### config.mk
export PLATFORM = sky130hd
export DESIGN_NAME = pc_fetch_unit
export DESIGN_NICKNAME = d
export VERILOG_FILES = /design/src/rtl/pc_fetch_unit.sv
export SDC_FILE = /design/constraint.sdc
export NUM_CORES = 1
export LEC_CHECK = 0
export ABC_AREA = 1
export CAP_MARGIN = 5
export CORE_MARGIN = 10
export CORE_UTILIZATION = 35
export CTS_CLUSTER_SIZE = 8
export DETAILED_ROUTE_END_ITERATION = 10
export PLACE_DENSITY = 0.56
export SYNTH_ARGS = -nofsm -noshare
export SYNTH_HDL_FRONTEND = slang
export SYNTH_SLANG_ARGS = --single-unit
### constraint.sdc
create_clock -name Clock -period 4.17 [get_ports Clock]
set_input_delay 0.6255 -clock Clock [delete_from_list [all_inputs] [get_ports Clock]]
set_output_delay 0.6255 -clock Clock [all_outputs]
set_load 0.05 [all_outputs]
### src/rtl/pc_fetch_unit.sv
// Program-counter stage: holds the current 24-bit instruction address and selects the next PC.
// Optional return-address stack enabled by defining PC_RAS_EN.
//
// state     | meaning
// ST_RUN    | PC advances: sequential, branch, jump, call or return
// ST_HALTED | PC holds until Resume (without Stall)
// ST_FAULT  | next PC was out of range or return on empty stack; sticky until Reset
module pc_fetch_unit #(
    parameter logic [23:0] RESET_VECTOR = 24'd0,
    parameter int          IMEM_BYTES   = 128,
    parameter int          RAS_DEPTH    = 4
) (
    input  logic        Clock,
    input  logic        Reset,
    input  logic        Stall,
    input  logic        Branch,
    input  logic [11:0] BranchOffset,
    input  logic        Jump,
    input  logic [23:0] JumpTarget,
    input  logic        Call,
    input  logic        Ret,
    input  logic        Halt,
    input  logic        Resume,
    output logic [23:0] PCAddress,
    output logic [23:0] PCPlus3,
    output logic        Halted,
    output logic        AddrFault,
    output logic        RasEmpty
);

    localparam logic [23:0] MAX_PC = 24'(IMEM_BYTES - 3);

    typedef enum logic [1:0] {
        ST_RUN    = 2'd0,
        ST_HALTED = 2'd1,
        ST_FAULT  = 2'd2
    } state_t;

    state_t      state_q, state_d;
    logic [23:0] pc_q, pc_d;
    logic        halted_q, halted_d;
    logic        fault_q, fault_d;
    logic [23:0] seq, br, off_ext, cand, ras_top;
    logic        push, pop, ret_req, ret_fault, ras_empty, ras_on;

    assign seq     = pc_q + 24'd3;
    assign off_ext = {{12{BranchOffset[11]}}, BranchOffset};
    assign br      = seq + (off_ext << 1) + off_ext;

`ifdef PC_RAS_EN
    localparam int PW = (RAS_DEPTH > 1) ? $clog2(RAS_DEPTH) : 1;
    localparam int CW = $clog2(RAS_DEPTH + 1);

    logic [23:0]   ras_mem [RAS_DEPTH];
    logic [PW-1:0] ras_sp, ras_sp_dec;   // ras_sp is the next slot to write
    logic [CW-1:0] ras_cnt;

    assign ras_on     = 1'b1;
    assign ret_req    = Ret;
    assign ras_sp_dec = (ras_sp == '0) ? PW'(RAS_DEPTH - 1) : ras_sp - 1'b1;
    assign ras_top    = ras_mem[ras_sp_dec];
    assign ras_empty  = (ras_cnt == '0);

    always_ff @(posedge Clock or posedge Reset) begin
        if (Reset) begin
            ras_sp  <= '0;
            ras_cnt <= '0;
            for (int i = 0; i < RAS_DEPTH; i++) ras_mem[i] <= '0;
        end else if (pop) begin
            ras_sp  <= ras_sp_dec;
            ras_cnt <= ras_cnt - 1'b1;
        end else if (push) begin
            ras_mem[ras_sp] <= seq;
            ras_sp          <= (ras_sp == PW'(RAS_DEPTH - 1)) ? '0 : ras_sp + 1'b1;
            if (ras_cnt != CW'(RAS_DEPTH)) ras_cnt <= ras_cnt + 1'b1;
        end
    end
`else
    logic unused_ras;

    assign ras_on     = 1'b0;
    assign ret_req    = 1'b0;
    assign ras_top    = '0;
    assign ras_empty  = 1'b1;
    assign unused_ras = Ret ^ push ^ pop ^ (RAS_DEPTH != 0);
`endif

    always_ff @(posedge Clock or posedge Reset) begin
        if (Reset) begin
            state_q  <= ST_RUN;
            pc_q     <= RESET_VECTOR;
            halted_q <= 1'b0;
            fault_q  <= 1'b0;
        end else begin
            state_q  <= state_d;
            pc_q     <= pc_d;
            halted_q <= halted_d;
            fault_q  <= fault_d;
        end
    end

    always_comb begin
        state_d   = state_q;
        pc_d      = pc_q;
        push      = 1'b0;
        pop       = 1'b0;
        cand      = seq;
        ret_fault = 1'b0;
        unique case (state_q)
            ST_RUN: begin
                if (Stall) begin
                    state_d = ST_RUN;
                end else if (Halt) begin
                    state_d = ST_HALTED;
                end else begin
                    if (ret_req) begin
                        if (ras_empty) ret_fault = 1'b1;
                        else begin
                            cand = ras_top;
                            pop  = 1'b1;
                        end
                    end else if (Call || Jump) begin
                        cand = JumpTarget;
                        push = Call & ras_on;
                    end else if (Branch) begin
                        cand = br;
                    end
                    // A faulting cycle leaves the stack untouched
                    if (ret_fault || cand > MAX_PC) begin
                        state_d = ST_FAULT;
                        push    = 1'b0;
                        pop     = 1'b0;
                    end else begin
                        pc_d = cand;
                    end
                end
            end
            ST_HALTED: begin
                if (Resume && !Stall) begin
                    if (seq > MAX_PC) state_d = ST_FAULT;
                    else begin
                        pc_d    = seq;
                        state_d = ST_RUN;
                    end
                end
            end
            default: state_d = ST_FAULT;
        endcase
    end

    always_comb begin
        halted_d = (state_d == ST_HALTED);
        fault_d  = (state_d == ST_FAULT);
    end

    assign PCAddress = pc_q;
    assign PCPlus3   = seq;
    assign Halted    = halted_q;
    assign AddrFault = fault_q;
    assign RasEmpty  = ras_empty;

endmodule

## After elaboration in Yosys (flattened, before gate mapping)

Cells that the tools add are included.

| word-level totals | value |
|---|---|
| word-level logic and storage cells | 44 |
| output and inout bits | 51 |
| bits in registers | 28 |
| bits of input ports | 45 |

| cells by class | value |
|---|---|
| add/subtract/negate cells | 3 |
| magnitude comparators | 2 |
| eq/ne operators | 8 |
| reductions and logical operators | 7 |
| multiplexer cells | 20 |

Operators with widths:

| cell | count |
|---|---|
| 24-bit two-way mux | 10 |
| 24-bit adder | 2 |
| 24-bit by 7-bit > comparator with 1-bit output (second input constant) | 2 |
| 24-bit one-hot mux with 2 select lines | 1 |
| 24-bit by 2-bit adder with 24-bit output (second input constant) | 1 |
| 2-bit two-way mux | 5 |
| 2-bit != test (second input constant) | 5 |
| 6-bit AND reduction | 1 |
| 2-bit by 1-bit == test with 1-bit output (second input constant) | 2 |
| 2-bit one-hot mux with 2 select lines | 1 |
| 1-bit two-way mux | 3 |
| 2-bit == test (second input constant) | 1 |
| 2-bit logical NOT | 1 |
| 1-bit logical OR | 2 |
| 2-bit nonzero test | 1 |
| 1-bit logical AND | 1 |
| 1-bit logical NOT | 1 |

## Depth between registers and ports, before layout

Gate-level depths: netlist (run 1).

| depth | value |
|---|---|
| word-level depth | 15 |
| depth in mapped cells | 30 |
| depth with buffers taken out | 30 |

## Least setup slack after synthesis (run 1)

Ideal clock, no wire load.

| timing path | value |
|---|---|
| path type | flip-flop to flip-flop |
| start point | reg pc_q[0], in the netlist PCAddress[0] |
| end point | reg pc_q[10], in the netlist PCAddress[10] |
| arrival time | 4941 ps |
| cell stages (with the launch flop) | 23 |
| data required time | 4044 ps |
| path buffers | 1 |
| library setup time | 126 ps |
| path slack | -897 ps |
| clock period less this slack | 5067 ps |
| cell sequence | dfrtp_1 inv_1 nand2_1 nand2_1 nor2_4 nand2_2 xor2_1 fa_1 ha_1 nand2_1 nor2_1 nand3_1 nand4_1 nand3_1 a21boi_0 nand2_1 nor2_1 nand3_1 nor2_1 nand3_1 nand2_2 buf_2 a21oi_1 |

| on the way | value |
|---|---|
| cells in the longest elaborated chain, start to end | 12 |
| elaborated cells on any way between the ends | 20 |
| classes of those cells | add/sub: 3; order compare: 2; eq/ne: 2; mux: 11; reduce/logical: 2 |

RTL lines:

| element | RTL line | source |
|---|---|---|
| start, declared | 40 | `logic [23:0] pc_q, pc_d;` |
| start signal, assigned | 96 | `pc_q <= pc_d;` |
| 24-bit by 2-bit adder with 24-bit output (*) | 46 | `assign seq = pc_q + 24'd3;` |
| via PCPlus3[0] | 25 | `output logic [23:0] PCPlus3,` |
| 24-bit adder (2 in series) | 48 | `assign br = seq + (off_ext << 1) + off_ext;` |
| 24-bit two-way mux | 125 | `end else if (Branch) begin` |
| 24-bit two-way mux | 122 | `end else if (Call \|\| Jump) begin` |
| 24-bit two-way mux | 113 | `end else if (Halt) begin` |
| 24-bit two-way mux | 111 | `if (Stall) begin` |
| 24-bit two-way mux | 109 | `unique case (state_q)` |
| 24-bit by 7-bit > comparator with 1-bit output / 24-bit two-way mux (equally long branches) | 129 | `if (ret_fault \|\| cand > MAX_PC) begin` |
| 1-bit logical OR / 24-bit two-way mux (equally long branches) | 129, 113 |  |
| 2-bit != test (no line) / 24-bit two-way mux (equally long branches) | -- |  |
| 6-bit AND reduction (no line) / 24-bit one-hot mux with 2 select lines (equally long branches) | -- |  |

The timed path passes the listed nets; every way through them passes the cells marked *. The select of a mux whose other input is x is not followed.
A chain may end at the register's enable or synchronous reset.

## Final worst setup path (run 1)

| timing path | value |
|---|---|
| start point | reg pc_q[0], in the netlist PCAddress[0] |
| end point | reg pc_q[6], in the netlist PCAddress[6] |

| on the way | value |
|---|---|
| cells in the longest elaborated chain, start to end | 12 |
| elaborated cells on any way between the ends | 20 |
| classes of those cells | add/sub: 3; order compare: 2; eq/ne: 2; mux: 11; reduce/logical: 2 |

RTL lines:

| element | RTL line |
|---|---|
| 24-bit by 2-bit adder with 24-bit output (*) | 46 |
| 24-bit adder (2 in series) | 48 |
| 24-bit two-way mux | 125 |
| 24-bit two-way mux | 122 |
| 24-bit two-way mux | 113 |
| 24-bit two-way mux | 111 |
| 24-bit two-way mux | 109 |
| 24-bit by 7-bit > comparator with 1-bit output / 24-bit two-way mux (equally long branches) | 129 |
| 1-bit logical OR / 24-bit two-way mux (equally long branches) | 129, 113 |
| 2-bit != test (no line) / 24-bit two-way mux (equally long branches) | -- |
| 6-bit AND reduction (no line) / 24-bit one-hot mux with 2 select lines (equally long branches) | -- |

Mark *: on every way between the ends. The rest lies on a longest branch, timed or not. The select of a mux whose other input is x is not followed.

==> results of run 1 <==
area by class of cell:
type                            instances  share of cell area, %
Clock buffer                            4                   1.29
Tap cell                              168                   3.05
Inverter                              111                   6.26
Timing Repair Buffer                  163                   21.7
Sequential cell                        28                   10.2
Multi-Input combinational cell        578                   57.5
worst max path at each step:
stage	start	to	slack (ps)	depth (start not counted)
after global placement	BranchOffset[4]	PCAddress[0]	20	23
final	PCAddress[0]	PCAddress[6]	110	24
after floorplan	PCAddress[0]	PCAddress[0]	-110	23
after global routing	PCAddress[0]	PCAddress[5]	-110	25
after CTS	PCAddress[0]	PCAddress[0]	20	28
after detailed placement	BranchOffset[4]	PCAddress[0]	-60	23
registers in the layout, summed over array words and instances, names as in the netlist:
signal / count
AddrFault: 1
state_q: 2
PCAddress: 24
Halted: 1
logic make-up after synthesis:
family | Yosys count | share of synthesized area, %
XOR/XNOR | 7 | 1.41
adder cells (fa/ha/maj) | 47 | 15.6
AND/OR/NAND/NOR | 435 | 43.9
flip-flops | 28 | 16.2
other | 1 | 0.0864
AO/OA/AOI/OAI | 88 | 11.5
buffers and inverters | 125 | 11.3
critical path, stage by stage (launching register included):
cell and delay, ps:
sky130_fd_sc_hd__dfrtp_2 380, sky130_fd_sc_hd__clkinvlp_4 160, sky130_fd_sc_hd__ha_4 220, sky130_fd_sc_hd__nor2_4 160
sky130_fd_sc_hd__nand3_4 150, sky130_fd_sc_hd__nor2_4 250, sky130_fd_sc_hd__nand2_4 100, sky130_fd_sc_hd__o21ai_2 190
sky130_fd_sc_hd__inv_2 90, sky130_fd_sc_hd__ha_4 160, sky130_fd_sc_hd__ha_2 400, sky130_fd_sc_hd__nand2_2 110
sky130_fd_sc_hd__nor2_2 120, sky130_fd_sc_hd__and2_1 160, sky130_fd_sc_hd__nand4_1 120, sky130_fd_sc_hd__nand4_1 120
sky130_fd_sc_hd__nand3_1 120, sky130_fd_sc_hd__a21boi_1 160, sky130_fd_sc_hd__nand2_1 110, sky130_fd_sc_hd__nor2_4 120
sky130_fd_sc_hd__nand3_4 140, sky130_fd_sc_hd__nand2_8 140, sky130_fd_sc_hd__buf_6 130, sky130_fd_sc_hd__nand3_1 70
sky130_fd_sc_hd__nand2_1 100
placed cells by master, fill, tap and decap left out, drive strengths merged:
master         count
a21boi            10
a21oi             42
a22oi              2
a31oi              3
and2               2
buf               69
clkbuf             5
clkdlybuf4s50     93
clkinv             2
clkinvlp           4
conb               1
dfrtp             28
fa                12
ha                35
inv              105
nand2            238
nand2b             1
nand3             89
nand3b             4
nand4             14
nor2              72
nor3               8
nor4               5
o211ai             1
o21ai             26
o21bai             3
o22ai              1
or2                2
xnor2              1
xor2               6
through the flow:
step | worst slack [ps] | util, % | setup TNS [ps] | hold WS, ps
2_1_floorplan | -110 | - | -2290 | 526
6_report | 111 | 57.2 | 0 | 563
4_1_cts | 22.1 | 51.6 | 0 | 577
3_5_place_dp | -61.2 | 50.2 | -733 | 563
5_1_grt | -110 | 57.2 | -2070 | 589
3_3_place_gp | 16.7 | 50.2 | 0 | 556
layer usage:
metal	routed length, um	vias to the layer above
li1	-	2668
met1	7520	2455
met2	8110	118
met3	703	21
met4	283	0
met5	0	-
power by group through the flow:
stage	logic (mW)	registers, mW	clock network, mW
detailed placement	0.859	0.302	0
global route	1.13	0.300	0.252
global placement	0.850	0.302	0
finish	1.03	0.298	0.234
floorplan	0.534	0.341	0
CTS	0.871	0.297	0.241
timing repair:
item | in CTS | in global routing
hold endpoints to repair | 0 | 0
endpoints found under the setup margin | 24 | 26
resized for setup | 2 | 131
cloned | 0 | 1
pin swaps | 2 | 62
buffers inserted | 9 | 13
==> run summary, run 1 <==
The flow ran to the end, and the final reports show no timing, DRC or antenna violations. Measured against its own limit, the worst slew margin works out to 27.3%. The post-synthesis average cell area came out at 5.93 um2. In the synthesized netlist, the cells that appear most often are 234 x sky130_fd_sc_hd__nand2_1, 107 x sky130_fd_sc_hd__inv_1, 87 x sky130_fd_sc_hd__nand3_1. The async set-reset flop share out of synthesis is 100%. The global-route usage over all layers came out at 17.8%. The layout-stage area growth over the synthesis result came out at 59.0%. The count of flip-flops with a built-in enable after synthesis came out at 0. The worst setup path is launched from a register. The classification of the worst setup path is register to register. The area of all sequential standard cells is 704 um2. The detailed-route via count came out at 5,262. After legalization and detailed placement, the total HPWL measured 13,500 um. The met2 track utilization from global routing came out at 30.2%.

The number of failing hold endpoints at the final stage came out at 0. Entering global routing, the biggest net connects 29 pins. The number of buffers created by CTS is 3. The transition at the pin with the smallest max-transition slack is 1090 ps. The switching portion of total power came out at 45.5%. The chip width is 131 um. For the worst-skew pair, the clock arrives at the later sink with an insertion delay of 260 ps. The worst path required time is 4360 ps. The yosys synthesis warning count came out at 0.

In this run the deepest clock path goes through 2 buffers. Summing all non-filler instances in the final layout gives an area of 6900 um2. The initial core utilization came out at 36.0%. In this run, synthesis produced a sequential element count of 28. The path with the worst hold slack has its endpoint at PCAddress[6].

The sum of routed wire length over all layers came out at 16,600 um. The layer flagged by global routing as most heavily used is met2. The chip height came out at 131 um.

TritonCTS built the clock tree. The final number of max-transition violations was 0. The via count of the first global-routing pass is 5,103. The power per cell area came out at 226 nW/um2. Counting every net in the synthesized netlist gives 823. The startpoint identified for the worst register-to-register timing path is PCAddress[0]. The worst setup path is captured at a register. Sequential elements use 16.2% of the synthesized area. The repair_antennas step left the layout with diodes totalling 0. The placeable core region is 12,100 um2. The number of nets with antenna violations after detailed routing came out at 0. sky130_fd_sc_hd__nand2_1 is the most common cell in the netlist. The cell type with the largest total area after synthesis is sky130_fd_sc_hd__nand2_1. The worst voltage drop across the vdd grid is 0.000224 V. Along the worst hold path, the cell count comes to 2. The relative contribution of the clock network to total power is 15.0%. The reported max-cap violation count is 0. The internal power of the cells is 0.849 mW. Routability-driven placement finished with a final weighted congestion of 0.897. By area the synthesized netlist is led by sky130_fd_sc_hd__nand2_1 20%, sky130_fd_sc_hd__dfrtp_1 16%, sky130_fd_sc_hd__ha_1 10%.

The clock sink count is 28. Along the worst path, the maximum fanout reaches 7. Setup repair after global routing could not meet its margin everywhere. The final global-route overflow total came out at 0. After the first detailed-routing iteration, the DRC count stood at 325. The achievable clock frequency came out at 0.246 GHz.

The number of levels the H-tree was split into is 1. The count of buffers from port buffering came out at 93. The area of the multi-input gates came out at 3970 um2. The area fraction of the dominant cell type after synthesis came out at 20.2%.

The setup violation total in the final timing report is 0. The min-delay analysis places its worst path in the category register to register. The sum of internal, switching and leakage power is 1.56 mW.

The wire length per cell after detailed routing came out at 15.8 um. The met1 routing resource usage after global routing is 24.0%. The power spent charging and discharging nets came out at 0.709 mW. Across all register-to-register paths, the minimum setup slack is 110 ps. The via density per instance is 5.00. The initial antenna violation count is 0.

After detailed placement, the design holds a cell count of 1,025. The net count of the finished layout is 977. Synthesis handed over a netlist of 731 instances. The netlist uses 41 different library cells. In this run the count of I/O pins placed on the die edge is 96.

The worst path needs 4060 ps of the cycle, external delays included. The fraction of final layout cells sized beyond drive strength 1 came out at 25.8%. The clock-pin slew on the worst setup and hold paths is 60 ps. The number of detailed-routing iterations run before antenna repair came out at 5.

Data on the critical path arrives at its endpoint at 4250 ps. The finished layout holds 1,052 standard cells, fillers aside. The part of the total power dissipated in sequential elements is 19.1%. The wire length of the first global-routing pass came out at 25,800 um.

The worst hold path begins at PCAddress[6]. For this run, the leading register cell type out of synthesis is sky130_fd_sc_hd__dfrtp_1. In the finished design, the share of the clock period the worst path needs comes to 97.3%.

The worst register-to-register path ends at PCAddress[6]. The count of filler cells inserted in the layout came out at 1,183. The standard cell area after detailed placement is 6050 um2.

CTS placed an instance of sky130_fd_sc_hd__clkbuf_16 at the clock tree root. The floorplan row count came out at 40. The DRC violation count after routing came out at 0. In this run, the combinational gates consume 65.8% of the power. The global-route track usage on met3 is 1.60%. The netlist area before placement came out at 4340 um2. The leakage power summed over all cells came out at 3.25 nW. The worst setup skew after layout came out at 6.16 ps.

Hold repair after CTS inserted 0 buffers. For the worst flop-to-flop path, the logic depth is 24. The area of the die came out at 17,200 um2.
(Power assumes the default switching activity.)
==> run 2, diff against run 1 <==
Settings changed: CTS_BUF_LIST set to sky130_fd_sc_hd__clkbuf_4 sky130_fd_sc_hd__clkbuf_8.
==> run summary, run 2 (synthesis gave the netlist of run 1 again) <==
The count of filler cells inserted in the layout came out at 1,193 (was 1,183). The number of DRC markers after the initial detailed-route iteration is 384 (was 325). The number of buffers created by CTS came to 3 (unchanged). The transition at the pin with the smallest max-transition slack came out at 1090 ps (about the same). The area of the multi-input gates came out at 3960 um2 (was 3970 um2).

The sum of routed wire length over all layers is 16,500 um (was 16,600 um). The DRC violation count after routing is 0 (unchanged). The number of nets in the layout came out at 968 (was 977). The standard cell area after detailed placement was 6050 um2 (unchanged). Setup repair after global routing missed its margin: yes (unchanged). The via count of the first global-routing pass is 5,068 (was 5,103). The count of buffering cells on the critical path with inverters included is 3 (unchanged). The summed negative setup slack over all endpoints is 0 ps (unchanged). The slack of the worst reg-to-reg path is 120 ps (was 110 ps). The category of the worst setup path capture point is a register (unchanged). The kind of start point of the critical path is a register (unchanged). The placeable core region is 12,100 um2 (unchanged). The power per cell area came out at 219 nW/um2 (was 226 nW/um2). The number of detailed-routing iterations run before antenna repair came to 5 (unchanged). The CTS tree was done (unchanged). The initial antenna violation count came out at 0 (unchanged). The time the final worst path needs with I/O delays and setup is 4050 ps (was 4060 ps). The clock sink count is 28 (unchanged).

The count of hold-fix buffers inserted at cts is 0 (unchanged). The classification of the worst setup path was register to register (unchanged). The layout-stage area growth over the synthesis result is 56.5% (was 59.0%). The area of the die is 17,200 um2 (unchanged). The cell repeated most along the worst path is sky130_fd_sc_hd__nor2_4 (unchanged). The HPWL after detailed placement came to 13,500 um (unchanged). The pin count of the biggest net entering global routing is 29 (unchanged).

The portion of the clock cycle consumed by the worst path in the final layout came out at 97.2% (was 97.3%). The final global-route overflow total was 0 (unchanged). The setup violation total in the final timing report came out at 0 (unchanged). The fraction of final layout cells sized beyond drive strength 1 came out at 24.9% (was 25.8%). The type of the worst min-delay path is register to register (unchanged). Most frequent cells in the layout: 196 x sky130_fd_sc_hd__nand2_1, 98 x sky130_fd_sc_hd__inv_1, 93 x sky130_fd_sc_hd__clkdlybuf4s50_1, 70 x sky130_fd_sc_hd__nand3_1, 57 x sky130_fd_sc_hd__buf_4 (was 195 x sky130_fd_sc_hd__nand2_1, 98 x sky130_fd_sc_hd__inv_1, 93 x sky130_fd_sc_hd__clkdlybuf4s50_1, 70 x sky130_fd_sc_hd__nand3_1, 66 x sky130_fd_sc_hd__buf_4). The number of levels the H-tree was split into is 1 (unchanged). The global-route usage over all layers was 17.7% (was 17.8%). The clock-pin slew on the worst setup and hold paths was 90 ps (was 60 ps).

The chip height is 131 um (unchanged). The number of failing hold endpoints at the final stage is 0 (unchanged). The wire length of the first global-routing pass came to 25,700 um (was 25,800 um). The number of nets with antenna violations after detailed routing came out at 0 (unchanged). The count of buffers from port buffering is 93 (unchanged). The source-to-sink clock delay at the later pin of the worst-skew pair came out at 280 ps (was 260 ps).

The reported max-cap violation count came out at 0 (unchanged). The largest buffer count on any clock path was 2 (unchanged). The flip-flop count of the largest register, all copies and words added was 24 (unchanged). The leading cell type in the layout, fill and taps excluded is sky130_fd_sc_hd__nand2_1 (unchanged). The count of pins on the block boundary came out at 96 (unchanged). The gate family responsible for the most delay along the worst path is simple AND/OR/NAND/NOR gates (unchanged). Cell-by-cell listing of the critical path: clkinvlp_4 -> ha_4 -> nor2_4 -> nand3_4 -> nor2_4 -> nand2_4 -> o21ai_2 -> inv_2 -> ha_4 -> ha_2 -> nand2_2 -> nor2_2 -> and2_1 -> nand4_1 -> nand4_1 -> nand3_1 -> a21boi_1 -> nand2_1 -> nor2_4 -> nand3_4 -> nand2_8 -> buf_6 -> nand3_1 -> nand2_1 (unchanged). The chip width came out at 131 um (unchanged). The initial core utilization came out at 36.0% (unchanged). The slack of the critical path came out at 119 ps (was 111 ps). The worst voltage drop across the vdd grid came out at 0.000216 V (was 0.000224 V). The leakage power summed over all cells was 3.19 nW (was 3.25 nW). The worst-case setup slack after placement is -61.2 ps (unchanged). The cell with the largest stage delay on the worst path is sky130_fd_sc_hd__dfrtp_2 (was sky130_fd_sc_hd__ha_2). The achievable clock frequency came out at 0.247 GHz (was 0.246 GHz). The final design utilization is 56.3% (was 57.2%). The worst setup skew after layout is 11.3 ps (was 6.16 ps). The worst path required time was 4380 ps (was 4360 ps). The worst relative slew slack came out at 27.1% (was 27.3%).

The final weighted congestion of routability-driven global placement was 0.897 (unchanged). The final instance area is 6790 um2 (was 6900 um2). The number of antenna cells inserted came out at 0 (unchanged). The detailed-route via count was 5,211 (was 5,262). The final number of max-transition violations came out at 0 (unchanged). The root buffer cell is sky130_fd_sc_hd__clkbuf_8 (was sky130_fd_sc_hd__clkbuf_16). The area of all sequential standard cells came to 704 um2 (unchanged). The via density per instance came out at 5.00 (about the same). The arrival time of the worst setup path came to 4260 ps (was 4250 ps). The stage delay of the slowest cell on the critical path is 390 ps (was 400 ps). The wire length per cell after detailed routing came out at 15.8 um (about the same).

Run status: finished clean (unchanged). The floorplan row count came out at 40 (unchanged). The largest driver fanout on the critical path came out at 7 (unchanged).
run 2: cell count changes in the layout (fill, tap and decap cells not counted):
cell and change:
sky130_fd_sc_hd__buf_4 -9, sky130_fd_sc_hd__clkbuf_16 -3, sky130_fd_sc_hd__clkbuf_8 +3, sky130_fd_sc_hd__nand2_1 +1, sky130_fd_sc_hd__nand2_2 -1, sky130_fd_sc_hd__nor2_2 +1
sky130_fd_sc_hd__nor2_4 -1
run 2: what timing repair did:
item / in CTS / in global routing
setup buffers: 0 / 13
gates cloned: 0 / 1
pin swaps: 1 / 63
endpoints found under the setup margin: 15 / 26
resized for setup: 2 / 129
run 2: routing by layer:
| layer | global-route usage [%] | share of wire (%) | wire, um |
|---|---|---|---|
| met5 | 0 | 0 | 0 |
| met4 | 3.28 | 1.7 | 276 |
| met3 | 1.60 | 3.8 | 630 |
| met2 | 30.0 | 48 | 7970 |
| met1 | 23.9 | 46 | 7600 |
run 2: final cells by class:
cell class                 count  area share, %
tap                          168           3.10
inverter                     111           6.36
clock buffer                   4          0.811
sequential                    28           10.4
multi-input combinational    578           58.3
timing repair buffer         154           21.0
run 2: path summary, 6_finish.rpt:
check,startpoint,endpoint,cells past startpoint
setup / recovery,PCAddress[0],PCAddress[6],24
hold / removal,PCAddress[6],PCAddress[6],2
setup reg to reg,PCAddress[0],PCAddress[6],24
hold reg to reg,PCAddress[6],PCAddress[6],2
max in group asynchronous,Reset,PCAddress[0],2
min in group asynchronous,Reset,PCAddress[20],2
run 2: tightest hold or removal path, cell delays in order, from the launching register on:
cell and delay [ps]:
sky130_fd_sc_hd__dfrtp_2 430, sky130_fd_sc_hd__nand2_1 70, sky130_fd_sc_hd__nand2_1 50
run 2: metrics by stage:
step,hold slack (ps),std cells,power [mW]
floorplan,526,731,0.875
global placement,556,1025,1.15
detailed placement,563,1025,1.16
CTS,582,1029,1.34
global route,596,1043,1.60
finish,567,1043,1.49
run 2: power by group:
part           internal (mW)  switching (mW)
clock                 0.0846          0.0842
sequential             0.283          0.0146
combinational          0.413           0.605
==> run 3, diff against run 2 <==
Settings changed: CORE_UTILIZATION 35 to 40, PLACE_DENSITY 0.56 to 0.63.
==> run summary, run 3 (synthesis gave the netlist of run 1 again) <==
Run status: finished clean (unchanged). The worst setup skew after layout came out at 7.30 ps (was 11.3 ps). The category of the worst setup path capture point is a register (unchanged).

The final hold slack is 565 ps (was 567 ps). The chip width is 124 um (was 131 um). The worst voltage drop across the vdd grid is 0.000250 V (was 0.000216 V). The largest buffer count on any clock path is 2 (unchanged). The count of buffers from port buffering came out at 93 (unchanged).

The transition at the pin with the smallest max-transition slack was 1070 ps (was 1090 ps). The number of nets in the layout is 977 (was 968). The count of pins on the block boundary is 96 (unchanged). The portion of the clock cycle consumed by the worst path in the final layout is 95.9% (was 97.2%). The wire length of the first global-routing pass is 25,200 um (was 25,700 um). The worst relative slew slack is 28.6% (was 27.1%). The setup violation total in the final timing report came out at 0 (unchanged). The cell repeated most along the worst path was sky130_fd_sc_hd__nand3_1 (was sky130_fd_sc_hd__nor2_4).

The CTS tree is done (unchanged). The power per cell area was 222 nW/um2 (was 219 nW/um2). The wire length per cell after detailed routing came out at 16.3 um (was 15.8 um).

The capture instance of the worst register-to-register path is PCAddress[9] (was PCAddress[6]). The layout-stage area growth over the synthesis result came to 52.9% (was 56.5%). The reported max-cap violation count is 0 (unchanged). The chip height is 124 um (was 131 um). The initial core utilization is 41.5% (was 36.0%). The number of buffers created by CTS came out at 3 (unchanged). The final global-route overflow total came to 0 (unchanged). The detailed-route via count is 5,299 (was 5,211). The summed negative setup slack over all endpoints is 0 ps (unchanged).

The sum of routed wire length over all layers is 16,600 um (was 16,500 um). The via density per instance came out at 5.20 (was 5.00). The source-to-sink clock delay at the later pin of the worst-skew pair is 280 ps (about the same). The number of levels the H-tree was split into is 1 (unchanged). The time the final worst path needs with I/O delays and setup came out at 4000 ps (was 4050 ps). The floorplan row count came out at 37 (was 40). The final instance area is 6630 um2 (was 6790 um2).

The standard cell area after detailed placement was 6090 um2 (was 6050 um2). The count of hold-fix buffers inserted at cts was 0 (unchanged). The start point of the critical path is PCAddress[0] (unchanged). The via count of the first global-routing pass is 4,959 (was 5,068).

The worst path required time is 4310 ps (was 4380 ps). The number of DRC markers after the initial detailed-route iteration is 316 (was 384). The slack of the worst reg-to-reg path came out at 170 ps (was 120 ps).

The placeable core region came out at 10,500 um2 (was 12,100 um2). The final weighted congestion of routability-driven global placement was 0.937 (was 0.897). The leading cell type in the layout, fill and taps excluded was sky130_fd_sc_hd__nand2_1 (unchanged). The arrival time of the worst setup path is 4140 ps (was 4260 ps). The global-route usage over all layers is 20.3% (was 17.7%).

The HPWL after detailed placement is 13,600 um (was 13,500 um). The type of the worst min-delay path was register to register (unchanged). The root buffer cell is sky130_fd_sc_hd__clkbuf_8 (unchanged). Most frequent cells in the layout: 202 x sky130_fd_sc_hd__nand2_1, 98 x sky130_fd_sc_hd__inv_1, 93 x sky130_fd_sc_hd__clkdlybuf4s50_1, 84 x sky130_fd_sc_hd__nand3_1, 67 x sky130_fd_sc_hd__buf_4 (was 196 x sky130_fd_sc_hd__nand2_1, 98 x sky130_fd_sc_hd__inv_1, 93 x sky130_fd_sc_hd__clkdlybuf4s50_1, 70 x sky130_fd_sc_hd__nand3_1, 57 x sky130_fd_sc_hd__buf_4). The clock-pin slew on the worst setup and hold paths was 90 ps (about the same). The number of antenna cells inserted came out at 0 (unchanged). The sum of internal, switching and leakage power is 1.47 mW (was 1.49 mW). The classification of the worst setup path is register to register (unchanged). The area of the die came to 15,400 um2 (was 17,200 um2). The largest driver fanout on the critical path came out at 8 (was 7). The achievable clock frequency is 0.250 GHz (was 0.247 GHz). The logic depth of the worst register-to-register path is 25 (was 24).

The pin count of the biggest net entering global routing is 30 (was 29). The number of nets with antenna violations after detailed routing came out at 0 (unchanged). The number of detailed-routing iterations run before antenna repair is 5 (unchanged). The kind of start point of the critical path is a register (unchanged).

The capturing element of the worst setup path is PCAddress[9] (was PCAddress[6]). The stage delay of the slowest cell on the critical path was 390 ps (about the same). The final number of max-transition violations came out at 0 (unchanged). The clock sink count came out at 28 (unchanged). The DRC violation count after routing is 0 (unchanged). The flip-flop count of the largest register, all copies and words added came out at 24 (unchanged). The fraction of final layout cells sized beyond drive strength 1 is 22.7% (was 24.9%).

The cell with the largest stage delay on the worst path is sky130_fd_sc_hd__dfrtp_2 (unchanged). The number of failing hold endpoints at the final stage was 0 (unchanged). The leakage power summed over all cells is 3.15 nW (was 3.19 nW).

The startpoint of the most critical register-to-register path is PCAddress[0] (unchanged). The initial antenna violation count is 0 (unchanged).
run 3: cell types whose count changed in the layout (fill, tap and decap cells not counted), moves of 4 or more:
cell                      before  now
sky130_fd_sc_hd__buf_4        57   67
sky130_fd_sc_hd__nand2_1     196  202
sky130_fd_sc_hd__nand3_1      70   84
sky130_fd_sc_hd__nor2_1       46   52
sky130_fd_sc_hd__nand2_4      12    6
sky130_fd_sc_hd__nand3_2      17    4
sky130_fd_sc_hd__nor2_4       12    8
run 3: report_power, final:
part	total (mW)	internal, mW	switching (mW)
registers	0.296	0.283	0.0126
clock network	0.169	0.0846	0.0843
logic	1.00	0.412	0.593
total	1.47	0.780	0.689
run 3: layout make-up:
type	instances	area, um2
Fill cell	976	3830
Sequential cell	28	707
Tap cell	136	170
Timing Repair Buffer	163	1490
Clock buffer	4	55.1
Inverter	111	432
Multi-Input combinational cell	578	3780
run 3: worst min path at each step:
stage	from	end	slack, ps	cells after the start
floorplan	state_q[1]	AddrFault	530	2
finish	PCAddress[5]	PCAddress[5]	560	2
global placement	PCAddress[22]	PCAddress[22]	550	2
CTS	PCAddress[18]	PCAddress[18]	570	2
detailed placement	PCAddress[18]	PCAddress[18]	560	2
global route	PCAddress[5]	PCAddress[5]	580	2
run 3: timing repair:
action	CTS	global route
cloned	0	1
setup endpoints to repair	10	26
pin swaps	0	49
buffers inserted	0	12
resized for setup	2	88
run 3: per-stage QoR:
step | util [%] | worst slack [ps] | cells
5_1_grt | 63.4 | -50.6 | 1020
6_report | 63.4 | 172 | 1020
2_1_floorplan | - | -110 | 731
3_3_place_gp | 58.2 | 46.8 | 1003
4_1_cts | 58.8 | 52.4 | 1007
3_5_place_dp | 58.2 | 12.4 | 1003
run 3: metal layers:
metal / share of wire, % / track usage (%) / vias to the layer above
met5: 0 / 0 / -
met3: 5.5 / 1.86 / 14
met1: 45 / 28.0 / 2478
met4: 1.2 / 3.17 / 0
li1: - / - / 2662
met2: 48 / 34.1 / 145
run 3: critical path: cells and delay by family (launching register included):
family	cells	cell delay (ps)
fa+ha+maj	3	690
simple gates	17	2220
flops	1	390
compound gates	1	60
buf+inv	4	480
